**config.mk**
```make
export PLATFORM = sky130hd
export DESIGN_NAME = mem_arbiter_flat
export DESIGN_NICKNAME = d
export VERILOG_FILES = /design/src/rtl/mem_arbiter_if.sv /design/src/rtl/mem_arbiter.sv /design/src/flat_wrapper.sv
export SDC_FILE = /design/constraint.sdc
export NUM_CORES = 1
export LEC_CHECK = 0
export CORE_MARGIN = 2
export CORE_UTILIZATION = 65
export DETAILED_ROUTE_END_ITERATION = 16
export DONT_BUFFER_PORTS = 1
export PLACE_DENSITY = 0.81
export SYNTH_ARGS = -nofsm -noshare
export SYNTH_HDL_FRONTEND = slang
export SYNTH_SLANG_ARGS = --single-unit
export TNS_END_PERCENT = 20
```
**constraint.sdc**
```tcl
create_clock -name clk -period 5.15 [get_ports clk]
set_input_delay 1.03 -clock clk [delete_from_list [all_inputs] [get_ports clk]]
set_output_delay 1.03 -clock clk [all_outputs]
set_load 0.01 [all_outputs]
```
**src/rtl/mem_arbiter_if.sv**
```systemverilog
// rtl/mem_arbiter_if.sv - cache/memory side bundle for the shared-memory arbiter
//
// Purpose: groups the cache request/done handshakes, the main-memory bus and
// the cache fill port into one bundle.
//
// Modports:
//   slave  - the arbiter: takes cache requests and read data, drives the
//            memory bus, the fill port and the done pulses.
//   master - the caches plus main memory: the mirror image of slave.
//
// Signals:
//   i_req/i_addr             I-cache miss request (level) and byte address
//   d_req/d_addr             D-cache miss request (level) and byte address
//   d_wr_req/d_wr_data       D-cache write-through store (level) and data
//   mem_enable/mem_wr        memory access enable / write strobe
//   mem_addr/mem_data_in     memory byte address / write data
//   mem_data_out             memory read data
//   mem_data_valid           read data valid, fixed latency after issue
//   fill_we/sel/idx/data     returned word steered to the missing cache
//   i_done/d_done/d_wr_done  one-cycle completion pulses
//   busy                     arbiter not idle

interface mem_arbiter_if #(
   parameter int WORDS_PER_BLOCK = 8,
   parameter int IDX_W           = 3
);
   logic              i_req;
   logic [15:0]       i_addr;
   logic              d_req;
   logic [15:0]       d_addr;
   logic              d_wr_req;
   logic [15:0]       d_wr_data;
   logic              mem_enable;
   logic              mem_wr;
   logic [15:0]       mem_addr;
   logic [15:0]       mem_data_in;
   logic [15:0]       mem_data_out;
   logic              mem_data_valid;
   logic              fill_we;
   logic              fill_sel;
   logic [IDX_W-1:0]  fill_idx;
   logic [15:0]       fill_data;
   logic              i_done;
   logic              d_done;
   logic              d_wr_done;
   logic              busy;

   modport slave (
      input  i_req, i_addr, d_req, d_addr, d_wr_req, d_wr_data,
      input  mem_data_out, mem_data_valid,
      output mem_enable, mem_wr, mem_addr, mem_data_in,
      output fill_we, fill_sel, fill_idx, fill_data,
      output i_done, d_done, d_wr_done, busy
   );

   modport master (
      output i_req, i_addr, d_req, d_addr, d_wr_req, d_wr_data,
      output mem_data_out, mem_data_valid,
      input  mem_enable, mem_wr, mem_addr, mem_data_in,
      input  fill_we, fill_sel, fill_idx, fill_data,
      input  i_done, d_done, d_wr_done, busy
   );
endinterface

```
**src/rtl/mem_arbiter.sv**
```systemverilog
// rtl/mem_arbiter.sv - sequences I-fill, D-fill and D-store traffic onto one memory
//
// Purpose: owns the single multi-cycle main memory. Write-through stores go
// out in one cycle; block fills issue WORDS_PER_BLOCK pipelined reads
// back-to-back and steer each returned word to the cache that missed.
// Priority at grant: store > D-fill > I-fill.
//
// Ports:
//   clk  - system clock
//   rst  - synchronous, active-high reset
//   bus  - mem_arbiter_if.slave: cache handshakes, memory bus, fill port

module mem_arbiter #(
   parameter int WORDS_PER_BLOCK = 8,
   parameter int IDX_W           = 3
) (
   input  logic           clk,
   input  logic           rst,
   mem_arbiter_if.slave   bus
);

   // One extra bit on the issue counter so "all words issued" is its MSB.
   localparam int               CNT_W    = IDX_W + 1;
   // Block size in bytes minus one: clears the in-block offset of an address.
   localparam logic [15:0]      BLK_MASK = 16'(2 * WORDS_PER_BLOCK - 1);
   localparam logic [IDX_W-1:0] LAST_IDX = IDX_W'(WORDS_PER_BLOCK - 1);

   typedef enum logic [1:0] {
      S_IDLE,
      S_WRITE,
      S_FILL,
      S_DONE
   } state_t;

   state_t             state_q, state_d;
   logic               owner_q, owner_d;     // 0 = I-cache, 1 = D-cache
   logic [15:0]        base_q,  base_d;
   logic [CNT_W-1:0]   iss_q,   iss_d;
   logic [IDX_W-1:0]   rcv_q,   rcv_d;

   logic               issuing;
   logic [15:0]        iss_off;

   logic               mem_enable_c;
   logic               mem_wr_c;
   logic [15:0]        mem_addr_c;
   logic [15:0]        mem_data_in_c;
   logic               fill_we_c;
   logic               fill_sel_c;
   logic [IDX_W-1:0]   fill_idx_c;
   logic [15:0]        fill_data_c;
   logic               i_done_c;
   logic               d_done_c;
   logic               d_wr_done_c;

   assign issuing = ~iss_q[IDX_W];
   // Word index to byte offset; block alignment of base means no carry out.
   assign iss_off = 16'({iss_q[IDX_W-1:0], 1'b0});

   always_comb begin
      state_d       = state_q;
      owner_d       = owner_q;
      base_d        = base_q;
      iss_d         = iss_q;
      rcv_d         = rcv_q;
      mem_enable_c  = 1'b0;
      mem_wr_c      = 1'b0;
      mem_addr_c    = 16'h0000;
      mem_data_in_c = 16'h0000;
      fill_we_c     = 1'b0;
      fill_sel_c    = 1'b0;
      fill_idx_c    = '0;
      fill_data_c   = 16'h0000;
      i_done_c      = 1'b0;
      d_done_c      = 1'b0;
      d_wr_done_c   = 1'b0;

      case (state_q)
         S_IDLE: begin
            // Read returns seen here are leftovers from an aborted fill.
            if (bus.d_wr_req) begin
               state_d = S_WRITE;
            end else if (bus.d_req) begin
               state_d = S_FILL;
               owner_d = 1'b1;
               base_d  = bus.d_addr & ~BLK_MASK;
               iss_d   = '0;
               rcv_d   = '0;
            end else if (bus.i_req) begin
               state_d = S_FILL;
               owner_d = 1'b0;
               base_d  = bus.i_addr & ~BLK_MASK;
               iss_d   = '0;
               rcv_d   = '0;
            end
         end

         S_WRITE: begin
            mem_enable_c  = 1'b1;
            mem_wr_c      = 1'b1;
            mem_addr_c    = bus.d_addr;
            mem_data_in_c = bus.d_wr_data;
            d_wr_done_c   = 1'b1;
            state_d       = S_IDLE;
         end

         S_FILL: begin
            if (issuing) begin
               mem_enable_c = 1'b1;
               mem_addr_c   = base_q + iss_off;
               iss_d        = iss_q + 1'b1;
            end
            // Returns may overlap the tail of the issue phase.
            if (bus.mem_data_valid) begin
               fill_we_c   = 1'b1;
               fill_sel_c  = owner_q;
               fill_idx_c  = rcv_q;
               fill_data_c = bus.mem_data_out;
               rcv_d       = rcv_q + 1'b1;
               if (rcv_q == LAST_IDX) begin
                  state_d = S_DONE;
               end
            end
         end

         S_DONE: begin
            // Request is still high here; going to IDLE (not re-arbitrating)
            // gives the cache one cycle to drop it after the pulse.
            i_done_c = ~owner_q;
            d_done_c = owner_q;
            state_d  = S_IDLE;
         end

         default: begin
            state_d = S_IDLE;
         end
      endcase
   end

   always_ff @(posedge clk) begin
      if (rst) begin
         state_q <= S_IDLE;
         owner_q <= 1'b0;
         base_q  <= 16'h0000;
         iss_q   <= '0;
         rcv_q   <= '0;
      end else begin
         state_q <= state_d;
         owner_q <= owner_d;
         base_q  <= base_d;
         iss_q   <= iss_d;
         rcv_q   <= rcv_d;
      end
   end

   assign bus.mem_enable  = mem_enable_c;
   assign bus.mem_wr      = mem_wr_c;
   assign bus.mem_addr    = mem_addr_c;
   assign bus.mem_data_in = mem_data_in_c;
   assign bus.fill_we     = fill_we_c;
   assign bus.fill_sel    = fill_sel_c;
   assign bus.fill_idx    = fill_idx_c;
   assign bus.fill_data   = fill_data_c;
   assign bus.i_done      = i_done_c;
   assign bus.d_done      = d_done_c;
   assign bus.d_wr_done   = d_wr_done_c;
   assign bus.busy        = (state_q != S_IDLE);

endmodule

```
**src/flat_wrapper.sv**
```systemverilog
// flat-port wrapper written by rule: the top's interface ports become plain ports
module mem_arbiter_flat 
#(
   parameter int WORDS_PER_BLOCK = 8,
   parameter int IDX_W           = 3
)
  (clk, rst, bus_i_req, bus_i_addr, bus_d_req, bus_d_addr, bus_d_wr_req, bus_d_wr_data, bus_mem_data_out, bus_mem_data_valid, bus_mem_enable, bus_mem_wr, bus_mem_addr, bus_mem_data_in, bus_fill_we, bus_fill_sel, bus_fill_idx, bus_fill_data, bus_i_done, bus_d_done, bus_d_wr_done, bus_busy);
  mem_arbiter_if #(.WORDS_PER_BLOCK(WORDS_PER_BLOCK), .IDX_W(IDX_W)) bus_i ();
  input  logic clk;
  input  logic rst;
  input wire logic [$bits(bus_i.i_req)-1:0] bus_i_req;
  input wire logic [$bits(bus_i.i_addr)-1:0] bus_i_addr;
  input wire logic [$bits(bus_i.d_req)-1:0] bus_d_req;
  input wire logic [$bits(bus_i.d_addr)-1:0] bus_d_addr;
  input wire logic [$bits(bus_i.d_wr_req)-1:0] bus_d_wr_req;
  input wire logic [$bits(bus_i.d_wr_data)-1:0] bus_d_wr_data;
  input wire logic [$bits(bus_i.mem_data_out)-1:0] bus_mem_data_out;
  input wire logic [$bits(bus_i.mem_data_valid)-1:0] bus_mem_data_valid;
  output wire logic [$bits(bus_i.mem_enable)-1:0] bus_mem_enable;
  output wire logic [$bits(bus_i.mem_wr)-1:0] bus_mem_wr;
  output wire logic [$bits(bus_i.mem_addr)-1:0] bus_mem_addr;
  output wire logic [$bits(bus_i.mem_data_in)-1:0] bus_mem_data_in;
  output wire logic [$bits(bus_i.fill_we)-1:0] bus_fill_we;
  output wire logic [$bits(bus_i.fill_sel)-1:0] bus_fill_sel;
  output wire logic [$bits(bus_i.fill_idx)-1:0] bus_fill_idx;
  output wire logic [$bits(bus_i.fill_data)-1:0] bus_fill_data;
  output wire logic [$bits(bus_i.i_done)-1:0] bus_i_done;
  output wire logic [$bits(bus_i.d_done)-1:0] bus_d_done;
  output wire logic [$bits(bus_i.d_wr_done)-1:0] bus_d_wr_done;
  output wire logic [$bits(bus_i.busy)-1:0] bus_busy;
  assign bus_i.i_req = bus_i_req;
  assign bus_i.i_addr = bus_i_addr;
  assign bus_i.d_req = bus_d_req;
  assign bus_i.d_addr = bus_d_addr;
  assign bus_i.d_wr_req = bus_d_wr_req;
  assign bus_i.d_wr_data = bus_d_wr_data;
  assign bus_i.mem_data_out = bus_mem_data_out;
  assign bus_i.mem_data_valid = bus_mem_data_valid;
  assign bus_mem_enable = bus_i.mem_enable;
  assign bus_mem_wr = bus_i.mem_wr;
  assign bus_mem_addr = bus_i.mem_addr;
  assign bus_mem_data_in = bus_i.mem_data_in;
  assign bus_fill_we = bus_i.fill_we;
  assign bus_fill_sel = bus_i.fill_sel;
  assign bus_fill_idx = bus_i.fill_idx;
  assign bus_fill_data = bus_i.fill_data;
  assign bus_i_done = bus_i.i_done;
  assign bus_d_done = bus_i.d_done;
  assign bus_d_wr_done = bus_i.d_wr_done;
  assign bus_busy = bus_i.busy;
  mem_arbiter #(.WORDS_PER_BLOCK(WORDS_PER_BLOCK), .IDX_W(IDX_W)) u_core (.clk(clk), .rst(rst), .bus(bus_i));
endmodule
```
==> results of run 1 <==
[worst max-delay path, cell delays in order (launching register included)]
cell     delay, ns
dfxtp_1       0.37
inv_1         0.12
ha_1          0.54
and2_0        0.72
a22o_1        0.33
[area by class of cell]
cell class | instances | area, µm²
Sequential cell | 22 | 440
Multi-Input combinational cell | 150 | 1090
Inverter | 6 | 22.5
Tap cell | 30 | 37.5
Clock buffer | 4 | 36.3
Fill cell | 203 | 802
[cells by family after synthesis]
logic type / share of synthesized area (%)
AOI/OAI and AO/OA: 22.5
adders and majority gates: 6.86
buffers and inverters: 6.71
DFF: 26.8
muxes: 9.76
and+or+nand+nor: 27.4
[synth_stat cells]
| cell type | number |
|---|---|
| buf_4 | 3 |
| a222oi_1 | 1 |
| dfxtp_1 | 22 |
| mux2i_1 | 16 |
| a21oi_1 | 5 |
| or4b_1 | 1 |
| inv_1 | 6 |
| nand2b_1 | 1 |
| nand3b_1 | 1 |
| or2_2 | 1 |
| a22o_1 | 16 |
| or3_1 | 1 |
| nor2_2 | 1 |
| ha_1 | 9 |
| buf_6 | 1 |
| nor4_1 | 1 |
| o32ai_1 | 1 |
| nand4_1 | 1 |
| o21ai_1 | 2 |
| nand2_1 | 4 |
| and3_1 | 21 |
| clkbuf_1 | 9 |
| a211oi_2 | 8 |
| and2_1 | 18 |
| a21o_1 | 1 |
| and2_0 | 1 |
| a22oi_1 | 3 |
| nor2_1 | 23 |
| nor2b_1 | 6 |
| buf_2 | 4 |
| o21bai_1 | 1 |
| a211oi_1 | 5 |
| nor3_1 | 1 |
[power by group]
| group | switching, mW | internal (mW) | total, mW |
|---|---|---|---|
| registers | 0.0275 | 0.206 | 0.234 |
| logic | 0.245 | 0.143 | 0.389 |
| clock network | 0.0524 | 0.0431 | 0.0955 |
| total | 0.325 | 0.393 | 0.718 |
[sequential cells by signal, indices dropped and copies added (netlist names)]
| name | count |
|---|---|
| u_core.state_q | 2 |
| u_core.iss_q | 4 |
| u_core.owner_q | 1 |
| u_core.rcv_q | 3 |
| u_core.base_q | 12 |
[metrics by stage]
step	power [mW]	instances	util, %
floorplan	0.589	195	-
global placement	0.606	208	65.5
detailed placement	0.626	208	65.5
CTS	0.722	212	67.0
global route	0.769	212	67.0
finish	0.718	212	67.0
[per-layer routing]
layer / global-route usage (%) / vias up / wire length, µm / share of wire (%)
met1: 25.3 / 651 / 1450 / 37
met4: 10.8 / 0 / 46 / 1.2
met3: 4.92 / 4 / 332 / 8.5
met2: 46.2 / 74 / 2080 / 53
li1: - / 674 / - / -
met5: 0 / - / 0 / 0
[final timing paths]
path,startpoint,slack (ns),end,cells past startpoint
min,u_core.base_q[15]$_SDFFE_PP0P_,0.51,u_core.base_q[15]$_SDFFE_PP0P_,2
min reg2reg,u_core.base_q[15]$_SDFFE_PP0P_,0.51,u_core.base_q[15]$_SDFFE_PP0P_,2
max reg2reg,u_core.state_q[0]$_SDFFE_PP0P_,2.79,u_core.base_q[5]$_SDFFE_PP0P_,6
max,u_core.state_q[1]$_SDFFE_PP0P_,1.73,bus_mem_addr[9],4
==> impl_metrics.toml, run 1 <==
[placement]
gp_congestion = 0.742
portBuffers = 0
hpwl_mm = 3.02
dp_slack_ns = 2.05
place_area_um2 = 1590

[grt]
antenna_found_initial = 0
grt-ovfl-total = 0
grt_max_degree = 30
grt_pass1_wl_mm = 5.22
track_usage_pct = 24.3
grt_pass1_vias = 1209

[synth]
ys_seq_area_share_pct = 26.8
ys_types = 33
synth_top_area_share_pct = 26.8
synthCells = 195
synth.ff_latch_count = 22
synth_warnings = 0
yosys.area.top_type = "dfxtp_1"
syn_nets = 274
avgSynthCellArea_um2 = 8.42
synth_area_leaders = "dfxtp_1 (27%), mux2i_1 (9.8%), a22o_1 (8.5%)"
synth_area_um2 = 1640

[routing]
wl_mm = 3.91
drtPass1Iterations = 4
drc = 0
vias = 1403
drt_iter0_drc = 17
wire_per_inst_um = 18.5
routed_via_density = 6.62
postRouteAntennaNets = 0

[status]
status = "complete, no violations"

[sta]
whs_ns = 0.511
setup_slack_ns = 1.73
finalHoldViolations = 0
min_period_ns = 3.42
rsz0062_at_grt = "no"
finalCritPeriodShare_pct = 66.4
worstMarginPinSlew_ns = 1.08
clock_skew_ns = 0.00185
setup-violations-final = 0
relSlewSlack_pct = 28.0
fmax_ghz = 0.293
slew_viol_final = 0
setup_tns_ns = 0

[final_layout]
layout_commonest_cell = "nor2_1"
area_growth_pct = -0.686
nets = 262
design_area_um2 = 1630
layout_common_cells = "nor2_1 (23), dfxtp_1 (22), and3_1 (21)"
drive_above_1_share_pct = 8.24
n_antenna_cell = 0

[min_path]
holdCritPathClass = "reg2reg"

[critical_path]
setup.worst_path.class = "reg2out"
worstPathRequired_ns = 4.12
cp_max_fo = 20
endpoint_kind = "primary output"
critPathArrivalTime_ns = 2.39
setup.worst_path.start_class = "flop"

[clock_network]
cts_tree = "yes"
ctsHtreeMaxLevel = 1
worstSkewPairLatency_ns = 0.30
post_cts_buffers = 0
cts_buffers = 3
cts_resized = 0
clock-sinks = 22
cts_root_buf = "clkbuf_4"
holdBufCountCts = 0
cts.reportedPaths.clkPinSlew_ns = 0.12
cts.path.max_buffers = 2

[die]
rows = 18
start_util_pct = 67.5
die_x_um = 54.3
design.core.area_um2 = 2430
die-area_um2 = 2940
ios = 129
fp.dieH_um = 54.3

[pwr]
ir_worst_vdd_v = 0.000276
p_leak_nw = 0.737
power.density_nw_per_um2 = 440

[run]
maxCapViolCount = 0
Note: power is estimated with default switching activity, not from simulation.
==> run 2, diff against run 1 <==
--- a/config.mk
+++ b/config.mk
@@ -6,10 +6,10 @@
 export NUM_CORES = 1
 export LEC_CHECK = 0
 export CORE_MARGIN = 2
-export CORE_UTILIZATION = 65
+export CORE_UTILIZATION = 57
 export DETAILED_ROUTE_END_ITERATION = 16
 export DONT_BUFFER_PORTS = 1
-export PLACE_DENSITY = 0.81
+export PLACE_DENSITY = 0.75
 export SYNTH_ARGS = -nofsm -noshare
 export SYNTH_HDL_FRONTEND = slang
 export SYNTH_SLANG_ARGS = --single-unit
==> constraint.sdc (replaced) <==
create_clock -name clk -period 3.1 [get_ports clk]
set_input_delay 0.62 -clock clk [delete_from_list [all_inputs] [get_ports clk]]
set_output_delay 0.62 -clock clk [all_outputs]
set_load 0.01 [all_outputs]
==> run 2 against run 1 <==
  * Hold slack got worse by 0.15 ns
  * Cell count rose by 1.4%
  * Global-route usage fell by 2.9 points
  * Critical endpoint is now bus_mem_enable
  * Clock skew rose by 0.0044 ns
  * Critical path depth rose by 1
  * First-iteration DRC count rose to 3.4 times the previous value
==> impl_metrics.toml, run 2 (synthesis gave the netlist of run 1 again) <==
[placement]
gp_congestion = 0.785
portBuffers = 0
hpwl_mm = 2.93

[final_layout]
drive_above_1_share_pct = 9.24
area_growth_pct = -0.0764
n_antenna_cell = 0
nets = 265
regArea_um2 = 440
layout_commonest_cell = "nor2_1"
top_register = "u_core.base_q"
largestRegisters = "u_core.base_q x12, u_core.iss_q x4, u_core.rcv_q x3"
layout_common_cells = "nor2_1 (23), dfxtp_1 (22), and3_1 (21)"
fillers = 241
multi_input_area_um2 = 1090
largest_register_ffs = 12

[sta]
worstMarginPinSlew_ns = 0.733
finalHoldViolations = 0
rsz0062_at_grt = "no"
slew_viol_final = 0
relSlewSlack_pct = 51.1
min_period_ns = 2.66
clock_skew_ns = 0.00627
setup-violations-final = 0
finalCritPeriodShare_pct = 85.8
setup_tns_ns = 0
fmax_ghz = 0.376

[routing]
wire_per_inst_um = 17.7
wl_mm = 3.80
routed_via_density = 6.42
drt_iter0_drc = 57
drc = 0
postRouteAntennaNets = 0
vias = 1381
drtPass1Iterations = 5

[clock_network]
cts.reportedPaths.clkPinSlew_ns = 0.11
ctsHtreeMaxLevel = 1
post_cts_buffers = 0
cts_tree = "yes"
cts_root_buf = "clkbuf_4"
worstSkewPairLatency_ns = 0.30
cts.path.max_buffers = 2
cts_resized = 0
cts_buffers = 3
holdBufCountCts = 0
clock-sinks = 22

[critical_path]
r2r_cells = 5
setup.worst_path.class = "reg2out"
rrSetupSlack_ns = 1.02
worstPathRequired_ns = 2.48
critPathArrivalTime_ns = 2.04
endpoint_kind = "primary output"
cp_max_fo = 20
crit_slowest_cell = "dfxtp_1"
setup.worst_path.start_class = "flop"
worstReg2RegEnd = "u_core.iss_q[0]$_SDFFE_PP0P_"
setup.worst_path.start = "u_core.state_q[1]$_SDFFE_PP0P_"
critPathCapture = "bus_mem_enable"
critPathMaxStageDelay_ns = 0.43
crit_chain = "inv_1, ha_1, and2_0, buf_4, or2_2"
worstReg2RegStart = "u_core.state_q[0]$_SDFFE_PP0P_"

[die]
fp.dieH_um = 57.7
ios = 129
rows = 19
die_x_um = 57.7
design.core.area_um2 = 2760
die-area_um2 = 3330
start_util_pct = 59.5

[grt]
antenna_found_initial = 0
grt_pass1_vias = 1247
grt_pass1_wl_mm = 5.65
track_usage_pct = 21.4
grt-ovfl-total = 0
grt_max_degree = 30

[status]
status = "complete, no violations"

[pwr]
power.density_nw_per_um2 = 714
p_leak_nw = 0.746
power_mw = 1.17
ir_worst_vdd_v = 0.000411

[min_path]
holdCritPathClass = "in2reg"

[run]
maxCapViolCount = 0
## run 2: area by class of cell
cell class              instances  share of cell area (%)
multi-input cells             150                    66.7
well taps                      31                    2.36
clock buffers                   3                    1.37
repair buffers                  3                    1.37
flip-flops and latches         22                    26.8
inverters                       6                    1.37
## run 2: worst max-delay path, delay by kind of cell (launching register included)
| family | cells | cell delay [ns] |
|---|---|---|
| flip-flops | 1 | 0.43 |
| AND/OR/NAND/NOR | 2 | 0.60 |
| buffers and inverters | 2 | 0.29 |
| adder cells (fa/ha/maj) | 1 | 0.41 |
## run 2: layer usage
layer,global-route usage (%),routed length [µm]
met1,28.1,1610
met2,35.1,1810
met3,6.92,364
met4,3.99,19
met5,0,0
## run 2: report_power, final
group	switching (mW)	total [mW]	internal, mW
logic	0.407	0.658	0.251
clock network	0.0809	0.126	0.0454
registers	0.0446	0.387	0.342
total	0.532	1.17	0.639
## run 2: stage by stage
step / utilization [%] / worst slack, ns / instances / hold slack [ns] / area [µm²]
detailed placement: 58.7 / 0.776 / 212 / 0.491 / 1620
global route: 59.5 / 0.302 / 215 / 0.347 / 1640
global placement: 58.7 / 0.836 / 212 / 0.480 / 1620
CTS: 59.5 / 0.431 / 215 / 0.360 / 1640
finish: 59.5 / 0.439 / 215 / 0.359 / 1640
floorplan: - / 0.934 / 195 / 0.476 / 1640
## run 2: worst min-delay path by stage
stage | cells past startpoint | end | start
after floorplan | 2 | u_core.iss_q[2]$_SDFFE_PP0P_ | u_core.iss_q[2]$_SDFFE_PP0P_
after global routing | 1 | u_core.base_q[14]$_SDFFE_PP0P_ | rst
after global placement | 2 | u_core.base_q[13]$_SDFFE_PP0P_ | u_core.base_q[13]$_SDFFE_PP0P_
after CTS | 1 | u_core.base_q[7]$_SDFFE_PP0P_ | rst
final | 1 | u_core.base_q[7]$_SDFFE_PP0P_ | rst
after detailed placement | 2 | u_core.base_q[12]$_SDFFE_PP0P_ | u_core.base_q[12]$_SDFFE_PP0P_
